`src/rtl/system_rst_seq.sv`:
```
// system_rst_seq: holds PLLs in reset, waits for stable lock, then releases domain resets in order.
// Optional RST_SEQ_LOSS_CNT_EN adds loss_cnt (RUN lock-loss count) and loss_ch (first-loss channel mask).
module system_rst_seq #(
   parameter int NUM_CH       = 3,
   parameter int PLL_RST_CYC  = 16,
   parameter int LOCK_STABLE  = 1024,
   parameter int LOCK_TIMEOUT = 1000000,
   parameter int CH_GAP       = 256,
   parameter int MAX_RETRY    = 3
) (
   input  logic                           clk,
   input  logic                           rst,
   input  logic [NUM_CH-1:0]              pll_locked,
   output logic                           pll_rst,
   output logic [NUM_CH-1:0]              ch_rst_n,
   output logic                           sys_ready,
   output logic                           fault,
   output logic [$clog2(MAX_RETRY+1)-1:0] retry_cnt,
`ifdef RST_SEQ_LOSS_CNT_EN
   output logic [7:0]                     loss_cnt,
   output logic [NUM_CH-1:0]              loss_ch,
`endif
   output logic [2:0]                     seq_state
);

   localparam int RW     = $clog2(MAX_RETRY + 1);
   localparam int CMAX_A = (PLL_RST_CYC > CH_GAP) ? PLL_RST_CYC : CH_GAP;
   localparam int CMAX   = (LOCK_TIMEOUT > CMAX_A) ? LOCK_TIMEOUT : CMAX_A;
   localparam int CW     = $clog2(CMAX);
   localparam int SW     = (LOCK_STABLE > 1) ? $clog2(LOCK_STABLE) : 1;
   localparam int KW     = (NUM_CH > 1) ? $clog2(NUM_CH) : 1;

   typedef enum logic [2:0] {
      ST_INIT      = 3'd0,
      ST_WAIT_LOCK = 3'd1,
      ST_RELEASE   = 3'd2,
      ST_RUN       = 3'd3,
      ST_FAULT     = 3'd4
   } state_t;

   state_t            state, state_nxt;
   logic [CW-1:0]     cnt, cnt_nxt;
   logic [SW-1:0]     scnt, scnt_nxt;
   logic [KW-1:0]     k, k_nxt;
   logic [RW-1:0]     retry_nxt, retry_inc;
   logic [NUM_CH-1:0] sync1, lk;
   logic              all_lk, failed;
   logic              pll_rst_nxt, sys_ready_nxt, fault_nxt;
   logic [NUM_CH-1:0] ch_nxt;

   always_ff @(posedge clk) begin
      if (rst) begin
         sync1 <= '0;
         lk    <= '0;
      end else begin
         sync1 <= pll_locked;
         lk    <= sync1;
      end
   end

   assign all_lk = &lk;

   always_ff @(posedge clk) begin
      if (rst) begin
         state     <= ST_INIT;
         cnt       <= '0;
         scnt      <= '0;
         k         <= '0;
         retry_cnt <= '0;
         pll_rst   <= 1'b1;
         ch_rst_n  <= '0;
         sys_ready <= 1'b0;
         fault     <= 1'b0;
      end else begin
         state     <= state_nxt;
         cnt       <= cnt_nxt;
         scnt      <= scnt_nxt;
         k         <= k_nxt;
         retry_cnt <= retry_nxt;
         pll_rst   <= pll_rst_nxt;
         ch_rst_n  <= ch_nxt;
         sys_ready <= sys_ready_nxt;
         fault     <= fault_nxt;
      end
   end

   // One counter is shared by INIT hold, WAIT_LOCK timeout and RELEASE gap; it is cleared on every entry.
   always_comb begin
      state_nxt = state;
      cnt_nxt   = cnt + 1'b1;
      scnt_nxt  = '0;
      k_nxt     = k;
      retry_nxt = retry_cnt;
      failed    = 1'b0;
      retry_inc = (retry_cnt == '1) ? retry_cnt : retry_cnt + 1'b1;
      case (state)
         ST_INIT: begin
            if (cnt == CW'(PLL_RST_CYC - 1)) begin
               state_nxt = ST_WAIT_LOCK;
               cnt_nxt   = '0;
            end
         end
         ST_WAIT_LOCK: begin
            scnt_nxt = all_lk ? scnt + 1'b1 : '0;
            if (all_lk && scnt == SW'(LOCK_STABLE - 1)) begin
               state_nxt = (NUM_CH == 1) ? ST_RUN : ST_RELEASE;
               cnt_nxt   = '0;
               scnt_nxt  = '0;
               k_nxt     = '0;
            end else if (cnt == CW'(LOCK_TIMEOUT - 1)) begin
               failed = 1'b1;
            end
         end
         ST_RELEASE: begin
            if (!all_lk) begin
               failed = 1'b1;
            end else if (cnt == CW'(CH_GAP - 1)) begin
               cnt_nxt = '0;
               k_nxt   = k + 1'b1;
               if (k == KW'(NUM_CH - 2)) state_nxt = ST_RUN;
            end
         end
         ST_RUN: begin
            cnt_nxt = cnt;
            if (!all_lk) begin
               retry_nxt = retry_inc;
               state_nxt = ST_INIT;
               cnt_nxt   = '0;
            end
         end
         default: begin
            cnt_nxt = cnt;
         end
      endcase
      if (failed) begin
         retry_nxt = retry_inc;
         state_nxt = (retry_inc >= RW'(MAX_RETRY)) ? ST_FAULT : ST_INIT;
         cnt_nxt   = '0;
      end
   end

   always_comb begin
      pll_rst_nxt   = (state_nxt == ST_INIT) || (state_nxt == ST_FAULT);
      sys_ready_nxt = (state_nxt == ST_RUN);
      fault_nxt     = (state_nxt == ST_FAULT);
      ch_nxt        = '0;
      if (state_nxt == ST_RELEASE || state_nxt == ST_RUN) begin
         for (int unsigned i = 0; i < NUM_CH; i++) ch_nxt[i] = (i <= 32'(k_nxt));
      end
   end

   assign seq_state = state;

`ifdef RST_SEQ_LOSS_CNT_EN
   logic run_loss;
   assign run_loss = (state == ST_RUN) && !all_lk;

   always_ff @(posedge clk) begin
      if (rst) begin
         loss_cnt <= '0;
         loss_ch  <= '0;
      end else if (run_loss) begin
         if (loss_cnt == 8'd0)  loss_ch  <= ~lk;
         if (loss_cnt != 8'hFF) loss_cnt <= loss_cnt + 8'd1;
      end
   end
`endif

endmodule
```
`config.mk`:
```
export PLATFORM = sky130hd
export DESIGN_NAME = system_rst_seq
export DESIGN_NICKNAME = d
export VERILOG_FILES = /design/src/rtl/system_rst_seq.sv
export SDC_FILE = /design/constraint.sdc
export NUM_CORES = 1
export LEC_CHECK = 0
export BUFFER_PORTS_ARGS = -buffer_cell sky130_fd_sc_hd__buf_4
export CORE_ASPECT_RATIO = 2
export CORE_MARGIN = 3
export CORE_UTILIZATION = 40
export CTS_BUF_LIST = sky130_fd_sc_hd__clkbuf_16
export CTS_CLUSTER_DIAMETER = 60
export CTS_CLUSTER_SIZE = 20
export DETAILED_ROUTE_END_ITERATION = 12
export GPL_TIMING_DRIVEN = 1
export HOLD_SLACK_MARGIN = 0.15
export SETUP_SLACK_MARGIN = 0.1
export SLEW_MARGIN = 20
export SYNTH_ARGS = -nofsm -noshare
export SYNTH_HDL_FRONTEND = slang
export SYNTH_SLANG_ARGS = --single-unit
```
`constraint.sdc`:
```
create_clock -name clk -period 5.4 [get_ports clk]
set_input_delay 0.81 -clock clk [delete_from_list [all_inputs] [get_ports clk]]
set_output_delay 0.81 -clock clk [all_outputs]
set_load 0.02 [all_outputs]
```
==> key figures, run 1 <==
Status
  • Status: completed

Clock tree
  • Post-CTS Resized: 0
  • H-tree Lvls: 2
  • Max clock buf depth: 2
  • Post-CTS Setup Repair Bufs: 0
  • CTS Sinks: 49
  • Worst-Skew Late Latency: 0.29 ns
  • Post-CTS Hold Buffers: 0
  • CTS clk-pin slew, worst paths: 0.06 ns
  • CTS tree: yes
  • CTS root buffer: clkbuf_16
  • CTS Buf Count: 5

Logic synthesis
  • Main synth FF type: dfxtp_1
  • Sequential area share after synthesis: 44.4%
  • Ys Warns: 0
  • Post-synthesis simple-gate area fraction: 29.4%
  • Post-synth EDFFs: 0
  • Synth Cell Area: 2210 um^2
  • Syn_nets: 268
  • Synth Area in Compound Gates: 12.4%
  • Largest family of logic cells by synthesized area: simple AND/OR/NAND/NOR gates
  • Flops & latches, synth: 49
  • Post-Synthesis Cells: 260
  • Syn Area/Cell: 8.49 um^2
  • Adder-cell share of the synthesized area: 1.70%
  • Mux contribution to synthesized area: 0.907%
  • Share of async-settable or async-resettable flops after synthesis: 0%
  • Xor/xnor share of the synthesized area: 7.54%
  • Netlist cell types: 46

Layout
  • Fin area: 2550 um^2
  • Filler cell count: 522
  • Diode count: 0
  • Area grow syn2layout: 15.5%
  • Final #Nets: 281
  • Layout cells sized above 1: 11.7%
  • Non-Filler Instances: 332

Pwr
  • Flop pwr share: 47.3%
  • P_int: 636 uW
  • Leak pwr: 0.000902 uW
  • Sw Pwr: 143 uW
  • P per Cell Area: 306 nW/um^2
  • Comb power frac: 1.7%
  • VDD IR max: 282 uV
  • Clock power frac: 51.0%
  • Switching Share: 18.4%

Die
  • Row count: 37
  • Initial Util: 42.2%
  • Die Y: 111 um
  • Die Wd: 58.5 um
  • Number of I/O pins: 16
  • Core footprint: 5230 um^2
  • Die area: 6500 um^2

GRT
  • Initial antenna violation count: 0
  • Total GRT Usage: 16.4%
  • Largest net degree at the start of global routing: 17
  • First-pass GRT wire length: 8220 um
  • Gr ovfl total: 0
  • Vias in the first global route: 1797

Setup path
  • Arrival @ worst endpoint: 2.75 ns
  • Slowest stage delay, CP: 0.71 ns
  • CP Launch Type: register
  • Slowest cell on crit path: o21bai_1
  • CP Class: register to register
  • Critical-path cell list: ha_1, and3_1, nand4_1, o21ai_1, a31oi_1, o21bai_1, nor2_1
  • Crit path max fanout: 11
  • Reg2Reg Depth: 7
  • Critical Path RT: 5.54 ns
  • CP endpoint kind: register

Drt
  • Final WL: 4940 um
  • Vias: 1883
  • Wire length per cell: 14.9 um
  • Pre-antenna DRT Iters: 5
  • Via density: 5.67
  • DRC viols: 0
  • Final antenna-violating net count: 0
  • Iteration-0 DRC Markers: 55

Placed design
  • Dpl cells: 324
  • Port bufs: 15
  • Detail Placement HPWL: 3740 um
  • Post-Place Cell Area: 2350 um^2
  • Placer Congestion: 0.844
  • Post-Place Setup Slack: 2.83 ns

STA
  • Setup ws final: 2.80 ns
  • Final hold violations: 0
  • Unrepaired setup endpoints after global routing: false
  • Maximum clock rate: 0.384 GHz
  • Worst-Margin Slew: 0.860 ns
  • Tcrit/Tclk final: 48.2%
  • Relative max-transition margin: 42.3%
  • Slew Limit Fails: 0
  • Setup tns final: 0 ns
  • Min Tclk post-route: 2.60 ns
  • Hold slack final: 0.438 ns
  • # setup viols final: 0
  • Final Skew: 0.00387 ns

Run
  • Max capacitance violation total: 0

Hold path
  • WHS Path Cells: 1
  • Hold/Removal Path Class: register to register
## logic make-up (layout without fill, tap and decap cells)
logic type                 count (synthesis)  after routing
AOI/OAI and AO/OA                         40             40
xor gates and xnor gates                  19             19
adders and majority gates                  3              3
buffers and inverters                     20             34
DFF                                       49             49
muxes                                      2              2
and+or+nand+nor                          127            127
## registers in the layout (all words and copies together) (netlist names)
register   count
ch_rst_n       3
sys_ready      1
fault          1
sync1          3
k              2
pll_rst        1
lk             3
scnt          10
cnt           20
seq_state      3
retry_cnt      2
## cells in the final DEF (no fill, tap or decap), types with 6 or more instances in the layout
cell type	n
dfxtp_1	49
nand2_1	19
buf_4	15
nor2_1	44
nand4_1	12
nor2b_1	6
nand3_1	17
inv_1	9
xor2_1	11
xnor2_1	8
a21oi_1	8
## final cells by class
| type | count | area (um^2) | share of cell area [%] |
|---|---|---|---|
| Multi-Input combinational cell | 191 | 1150 | 45.2 |
| Timing Repair Buffer | 15 | 113 | 4.42 |
| Tap cell | 58 | 72.6 | 2.85 |
| Clock inverter | 3 | 65.1 | 2.55 |
| Sequential cell | 49 | 981 | 38.5 |
| Inverter | 11 | 41.3 | 1.62 |
| Clock buffer | 5 | 125 | 4.91 |
## worst max-delay path, delay by kind of cell, from the launching register on
family          cells  cell delay (ns)
compound gates      3             1.38
simple gates        3             0.55
flops               1             0.35
fa+ha+maj           1             0.18
## metrics by stage
step / power (uW) / utilization [%]
floorplan: 385 / -
global placement: 389 / 45.0
detailed placement: 390 / 45.0
CTS: 785 / 48.6
global route: 798 / 48.7
finish: 779 / 48.7
## cell usage after synthesis, types with 6 or more instances
| library cell | n | area share [%] |
|---|---|---|
| dfxtp_1 | 49 | 44 |
| a31oi_1 | 6 | 1.7 |
| xnor2_1 | 8 | 3.2 |
| nand2_1 | 19 | 3.2 |
| inv_1 | 9 | 1.5 |
| nor2_1 | 44 | 7.5 |
| xor2_1 | 11 | 4.4 |
| nor2b_1 | 6 | 1.7 |
| nand4_1 | 12 | 3.4 |
| a21oi_1 | 8 | 1.8 |
| nand3_1 | 17 | 3.9 |
## worst paths after layout
check	to	start	slack (ns)
min reg2reg	lk[2]	sync1[2]	0.44
max	cnt[15]	scnt[0]	2.80
max reg2reg	cnt[15]	scnt[0]	2.80
min	lk[2]	sync1[2]	0.44
## metal layers
| layer | GRT usage (%) | share of wire, % | wire length (um) | up-vias |
|---|---|---|---|---|
| li1 | - | - | - | 943 |
| met1 | 16.0 | 36 | 1780 | 895 |
| met2 | 30.4 | 58 | 2850 | 32 |
| met3 | 3.15 | 2.4 | 121 | 13 |
| met4 | 8.98 | 3.8 | 188 | 0 |
| met5 | 0 | 0 | 0 | - |
## power by group through the flow
stage          registers, uW  clock network (uW)  logic, uW
5_1_grt                  369                 415       14.7
3_3_place_gp             376                   0       13.1
3_5_place_dp             376                   0       13.3
4_1_cts                  368                 404       13.3
6_report                 368                 398       13.1
2_1_floorplan            375                   0       10.2
Note: power is estimated with default switching activity, not from simulation.
==> run 2: changes to the inputs <==
clock period = 2.25 ns   (was 5.4 ns; I/O delays follow)
==> run 2 against run 1 <==
Via count rose by 2.2%. Count of clock-buffer cells in the layout did not move. Clock skew fell by 0.0014 ns. Critical path type unchanged. Largest cell class unchanged. Flip-flop and latch count did not move. Critical path depth did not move. Highest routed layer unchanged.
==> key figures, run 2 (same netlist as run 1, synthesis figures left out) <==
Layout
  • Max FFs per register: 20 (unchanged)
  • Area grow syn2layout: 19.4%
  • Biggest regs: cnt x20, scnt x10
  • Layout cells sized above 1: 17.5% (+5.8 points)
  • Register with the most flip-flops: cnt
  • Fin area: 2640 um^2 (+3.4%)
  • Diode count: 0 (unchanged)
  • Final #Nets: 293 (+4.3%)
  • Most common cell after layout, fill and taps aside: dfxtp_1
  • Most frequent cells in the layout: dfxtp_1 (49), nor2_1 (44), buf_4 (27)
  • Filler cell count: 513 (-1.7%)

Drt
  • Vias: 1925 (+2.2%)
  • Iteration-0 DRC Markers: 40 (-27%)
  • Final antenna-violating net count: 0 (unchanged)
  • Pre-antenna DRT Iters: 4 (-1)
  • Wire length per cell: 14.9 um (+0.17%)
  • Final WL: 5130 um (+3.8%)
  • DRC viols: 0 (unchanged)
  • Via density: 5.60 (-1.3%)

Pwr
  • Overall power: 1660 uW (+110%)
  • Leak pwr: 0.000946 uW (+4.9%)
  • VDD IR max: 476 uV (+69%)
  • Clock power frac: 44.6% (-6.4 points)
  • Comb power frac: 2.1% (+0.4 points)
  • P_int: 1310 uW (+110%)
  • Switching Share: 21.3% (+2.9 points)
  • Sw Pwr: 353 uW (+150%)
  • P per Cell Area: 630 nW/um^2 (+110%)
  • Flop pwr share: 53.2% (+5.9 points)

STA
  • Unrepaired setup endpoints after global routing: true
  • Relative max-transition margin: 72.0% (+30 points)
  • Tcrit/Tclk final: 90.0% (+42 points)
  • Maximum clock rate: 0.494 GHz (+29%)
  • Slew Limit Fails: 0 (unchanged)
  • Final Skew: 0.00245 ns (-0.00141 ns)
  • Worst-Margin Slew: 0.416 ns (-0.444 ns)
  • Setup tns final: 0 ns (unchanged)
  • Final hold violations: 0 (unchanged)
  • # setup viols final: 0 (unchanged)
  • Min Tclk post-route: 2.02 ns (-0.579 ns)

Die
  • Die area: 6500 um^2 (unchanged)
  • Die Wd: 58.5 um (unchanged)
  • Initial Util: 42.2% (unchanged)
  • Die Y: 111 um (unchanged)
  • Row count: 37 (unchanged)
  • Core footprint: 5230 um^2 (unchanged)
  • Number of I/O pins: 16 (unchanged)

Clock tree
  • Max clock buf depth: 2 (unchanged)
  • H-tree Lvls: 2 (unchanged)
  • CTS Buf Count: 5 (unchanged)
  • CTS Sinks: 49 (unchanged)
  • CTS root buffer: clkbuf_16
  • Worst-Skew Late Latency: 0.29 ns (about the same)
  • CTS clk-pin slew, worst paths: 0.07 ns (about the same)
  • CTS tree: yes

GRT
  • First-pass GRT wire length: 8460 um (+2.9%)
  • Routing usage on met2: 33.1% (+2.7 points)
  • Total GRT Usage: 17.0% (+0.59 points)
  • Gr ovfl total: 0 (unchanged)
  • Vias in the first global route: 1862 (+3.6%)
  • Met1 Use GR: 15.4% (-0.61 points)
  • M3 GR Usage: 3.03% (-0.12 points)
  • Global route hottest layer: met2
  • Largest net degree at the start of global routing: 17 (unchanged)
  • Initial antenna violation count: 0 (unchanged)

Setup path
  • CP Launch Type: register
  • Crit-path leading delay family: simple AND/OR/NAND/NOR gates
  • Most frequent CP cell: nor4_4
  • Arrival @ worst endpoint: 2.18 ns (-0.57 ns)
  • Slowest stage delay, CP: 0.38 ns (-0.33 ns)
  • Crit path max fanout: 6 (-5)
  • Critical-path cell list: nor4_4, nand4_2, nor4_4, buf_4, mux2i_1, a22oi_1, a21oi_2
  • Critical Path RT: 2.41 ns (-3.13 ns)
  • Slowest cell on crit path: dfxtp_1
  • Bufs and invs on worst path: 1 (+1)
  • CP endpoint kind: register
  • CP Class: register to register

Placed design
  • Port bufs: 15 (unchanged)
  • Placer Congestion: 0.873 (+3.4%)
  • Detail Placement HPWL: 3960 um (+5.7%)
  • Post-Place Cell Area: 2440 um^2 (+3.8%)

Hold path
  • Hold/Removal Path Class: input pin to register

Status
  • Status: completed

Run
  • Max capacitance violation total: 0 (unchanged)
[run 2: per-stage QoR]
stage	setup WS, ns	cells	hold slack (ns)	utilization, %
final	0.226	344	0.260	50.4
after global routing	0.0411	344	0.266	50.4
after CTS	0.115	344	0.258	49.5
after detailed placement	0.139	336	0.428	46.7
after global placement	0.0925	336	0.421	46.7
after floorplan	0.307	260	0.409	-
[run 2: what timing repair did]
item,CTS,global route
endpoints found under the setup margin,0,9
buffers inserted,0,0
hold endpoints to repair,0,0
resized for setup,0,9
hold buffers,0,0
[run 2: power by group through the flow]
stage | logic [uW] | registers, uW | clock network, uW
after floorplan | 24.6 | 900 | 0
after global placement | 34.9 | 904 | 0
after detailed placement | 35.6 | 904 | 0
after CTS | 35.7 | 884 | 760
after global routing | 39.8 | 885 | 785
final | 35.5 | 884 | 742
[run 2: final timing paths]
check        cells after the start  slack [ns]          end           from
max                              7        0.23  ch_rst_n[1]        cnt[10]
min                              2        0.26     sync1[2]  pll_locked[2]
max reg2reg                      7        0.23  ch_rst_n[1]        cnt[10]
min reg2reg                      1        0.44        lk[2]       sync1[2]
[run 2: final cells by class]
cell class / instances / area (um^2) / area share (%)
well taps: 58 / 72.6 / 2.75
repair buffers: 27 / 203 / 7.69
multi-input cells: 191 / 1190 / 45.2
clock inverters: 3 / 21.3 / 0.807
inverters: 11 / 41.3 / 1.57
flip-flops and latches: 49 / 981 / 37.2
clock buffers: 5 / 125 / 4.75
[run 2: metal layers]
| layer | part of all wire (%) | wire length, um |
|---|---|---|
| met4 | 3.4 | 172 |
| met5 | 0 | 0 |
| met3 | 2.2 | 111 |
| met1 | 34 | 1740 |
| met2 | 61 | 3110 |
==> run 3: changes to the inputs <==
CORE_ASPECT_RATIO = 1.4   (was 2)
==> run 3 against run 2 <==
Die area fell by 0.64%. Sequential share of layout area fell by 1.2 points. Core utilization rose by 1.2 points. Clock power fell by 2%. Final area rose by 3.3%. Routed wire length fell by 7.7%. Register-to-register slack barely moved. Count of clock-buffer cells in the layout did not move. Combinational power rose by 2%. Critical endpoint is now cnt[8]. Largest cell class unchanged. Highest routed layer unchanged.
==> key figures, run 3 (same netlist as run 1, synthesis figures left out) <==
Die
  • Die Y: 93.9 um (-15%)
  • Number of I/O pins: 16 (unchanged)
  • Initial Util: 41.8% (-0.35 points)
  • Row count: 31 (-16%)
  • Die area: 6460 um^2 (-0.64%)
  • Core footprint: 5280 um^2 (+0.84%)
  • Die Wd: 68.8 um (+18%)

Setup path
  • Critical Path RT: 2.43 ns (+0.02 ns)
  • Slowest cell on crit path: dfxtp_1
  • Bufs and invs on worst path: 1 (unchanged)
  • Arrival @ worst endpoint: 2.19 ns (about the same)
  • CP Launch Type: register
  • CP Class: register to register
  • Crit path max fanout: 11 (+5)
  • Crit-path leading delay family: compound AO/OA/AOI/OAI gates
  • Critical-path cell list: ha_2, nand4_1, or3_1, o21ai_1, a31oi_1, o21bai_1, buf_4, nor2_1
  • CP endpoint kind: register
  • Slowest stage delay, CP: 0.40 ns (+0.02 ns)

Layout
  • Area grow syn2layout: 23.4%
  • Fin area: 2720 um^2 (+3.3%)
  • Layout cells sized above 1: 20.1% (+2.7 points)
  • Register with the most flip-flops: cnt
  • Biggest regs: cnt x20, scnt x10
  • Most frequent cells in the layout: dfxtp_1 (49), nor2_1 (44), buf_4 (34)
  • Diode count: 0 (unchanged)
  • Most common cell after layout, fill and taps aside: dfxtp_1
  • Max FFs per register: 20 (unchanged)
  • Final #Nets: 300 (+2.4%)
  • Non-Filler Instances: 359 (+4.4%)
  • Filler cell count: 550 (+7.2%)

STA
  • Slew Limit Fails: 0 (unchanged)
  • Min Tclk post-route: 2.02 ns (-0.00731 ns)
  • # setup viols final: 0 (unchanged)
  • Maximum clock rate: 0.496 GHz (+0.36%)
  • Tcrit/Tclk final: 89.6% (-0.32 points)
  • Final hold violations: 0 (unchanged)
  • Relative max-transition margin: 69.0% (-3.1 points)
  • Unrepaired setup endpoints after global routing: false
  • Final Skew: 0.00564 ns (+0.00318 ns)
  • Setup tns final: 0 ns (unchanged)
  • Worst-Margin Slew: 0.463 ns (+0.0471 ns)

Clock tree
  • CTS clk-pin slew, worst paths: 0.06 ns (about the same)
  • CTS tree: yes
  • CTS Sinks: 49 (unchanged)
  • Worst-Skew Late Latency: 0.29 ns (about the same)
  • CTS Buf Count: 5 (unchanged)
  • CTS root buffer: clkbuf_16
  • H-tree Lvls: 2 (unchanged)
  • Max clock buf depth: 2 (unchanged)

GRT
  • Largest net degree at the start of global routing: 17 (unchanged)
  • Vias in the first global route: 1802 (-3.2%)
  • Initial antenna violation count: 0 (unchanged)
  • Total GRT Usage: 15.8% (-1.2 points)
  • First-pass GRT wire length: 7820 um (-7.6%)
  • Gr ovfl total: 0 (unchanged)

Placed design
  • Placer Congestion: 0.821 (-6.0%)
  • Dpl cells: 347 (+3.3%)
  • Port bufs: 15 (unchanged)
  • Post-Place Cell Area: 2470 um^2 (+1.3%)
  • Detail Placement HPWL: 3450 um (-13%)

Pwr
  • P per Cell Area: 604 nW/um^2 (-4.2%)
  • Leak pwr: 0.000985 uW (+4.1%)
  • VDD IR max: 473 uV (-0.47%)

Run
  • Max capacitance violation total: 0 (unchanged)

Drt
  • Vias: 1918 (-0.36%)
  • Final WL: 4730 um (-7.7%)
  • DRC viols: 0 (unchanged)
  • Iteration-0 DRC Markers: 116 (+190%)
  • Via density: 5.34 (-4.5%)
  • Final antenna-violating net count: 0 (unchanged)
  • Pre-antenna DRT Iters: 4 (unchanged)
  • Wire length per cell: 13.2 um (-12%)

Status
  • Status: completed

Hold path
  • Hold/Removal Path Class: input pin to register
## run 3: final timing paths
path                               startpoint       end  slack (ns)  depth (start not counted)
worst max-delay path                   cnt[0]    cnt[8]        0.23                          8
worst min-delay path            pll_locked[1]  sync1[1]        0.26                          2
worst min register to register       sync1[1]     lk[1]        0.44                          1
worst max register to register         cnt[0]    cnt[8]        0.23                          8
## run 3: repair_timing
action                                  CTS  global route
resized for setup                         0            14
buffers inserted                          0             4
endpoints found under the setup margin    0            28
hold buffers                              0             0
## run 3: layout make-up
type / instances / area, um^2 / share of cell area [%]
Clock buffer: 5 / 125 / 4.59
Clock inverter: 3 / 17.5 / 0.643
Inverter: 11 / 41.3 / 1.52
Multi-Input combinational cell: 191 / 1220 / 44.8
Sequential cell: 49 / 981 / 36.0
Tap cell: 66 / 82.6 / 3.03
Timing Repair Buffer: 34 / 255 / 9.37
## run 3: power by group
part	switching [uW]	internal (uW)
Combinational	17.5	18.6
Sequential	7.75	877
Clock	317	408
## run 3: layer usage
layer	GRT usage (%)	vias to the layer above	share of wire [%]
li1	-	985	-
met4	6.18	0	2.6
met5	0	-	0
met2	29.0	26	54
met3	3.35	10	2.9
met1	17.0	897	40
## run 3: stage by stage
step / total power [uW] / setup slack (ns) / util (%) / hold slack, ns
after CTS: 1670 / 0.135 / 49.6 / 0.260
after global placement: 938 / 0.166 / 46.9 / 0.420
final: 1650 / 0.233 / 51.6 / 0.263
after global routing: 1700 / 0.102 / 51.6 / 0.277
after floorplan: 925 / 0.307 / - / 0.409
after detailed placement: 939 / 0.153 / 46.9 / 0.428
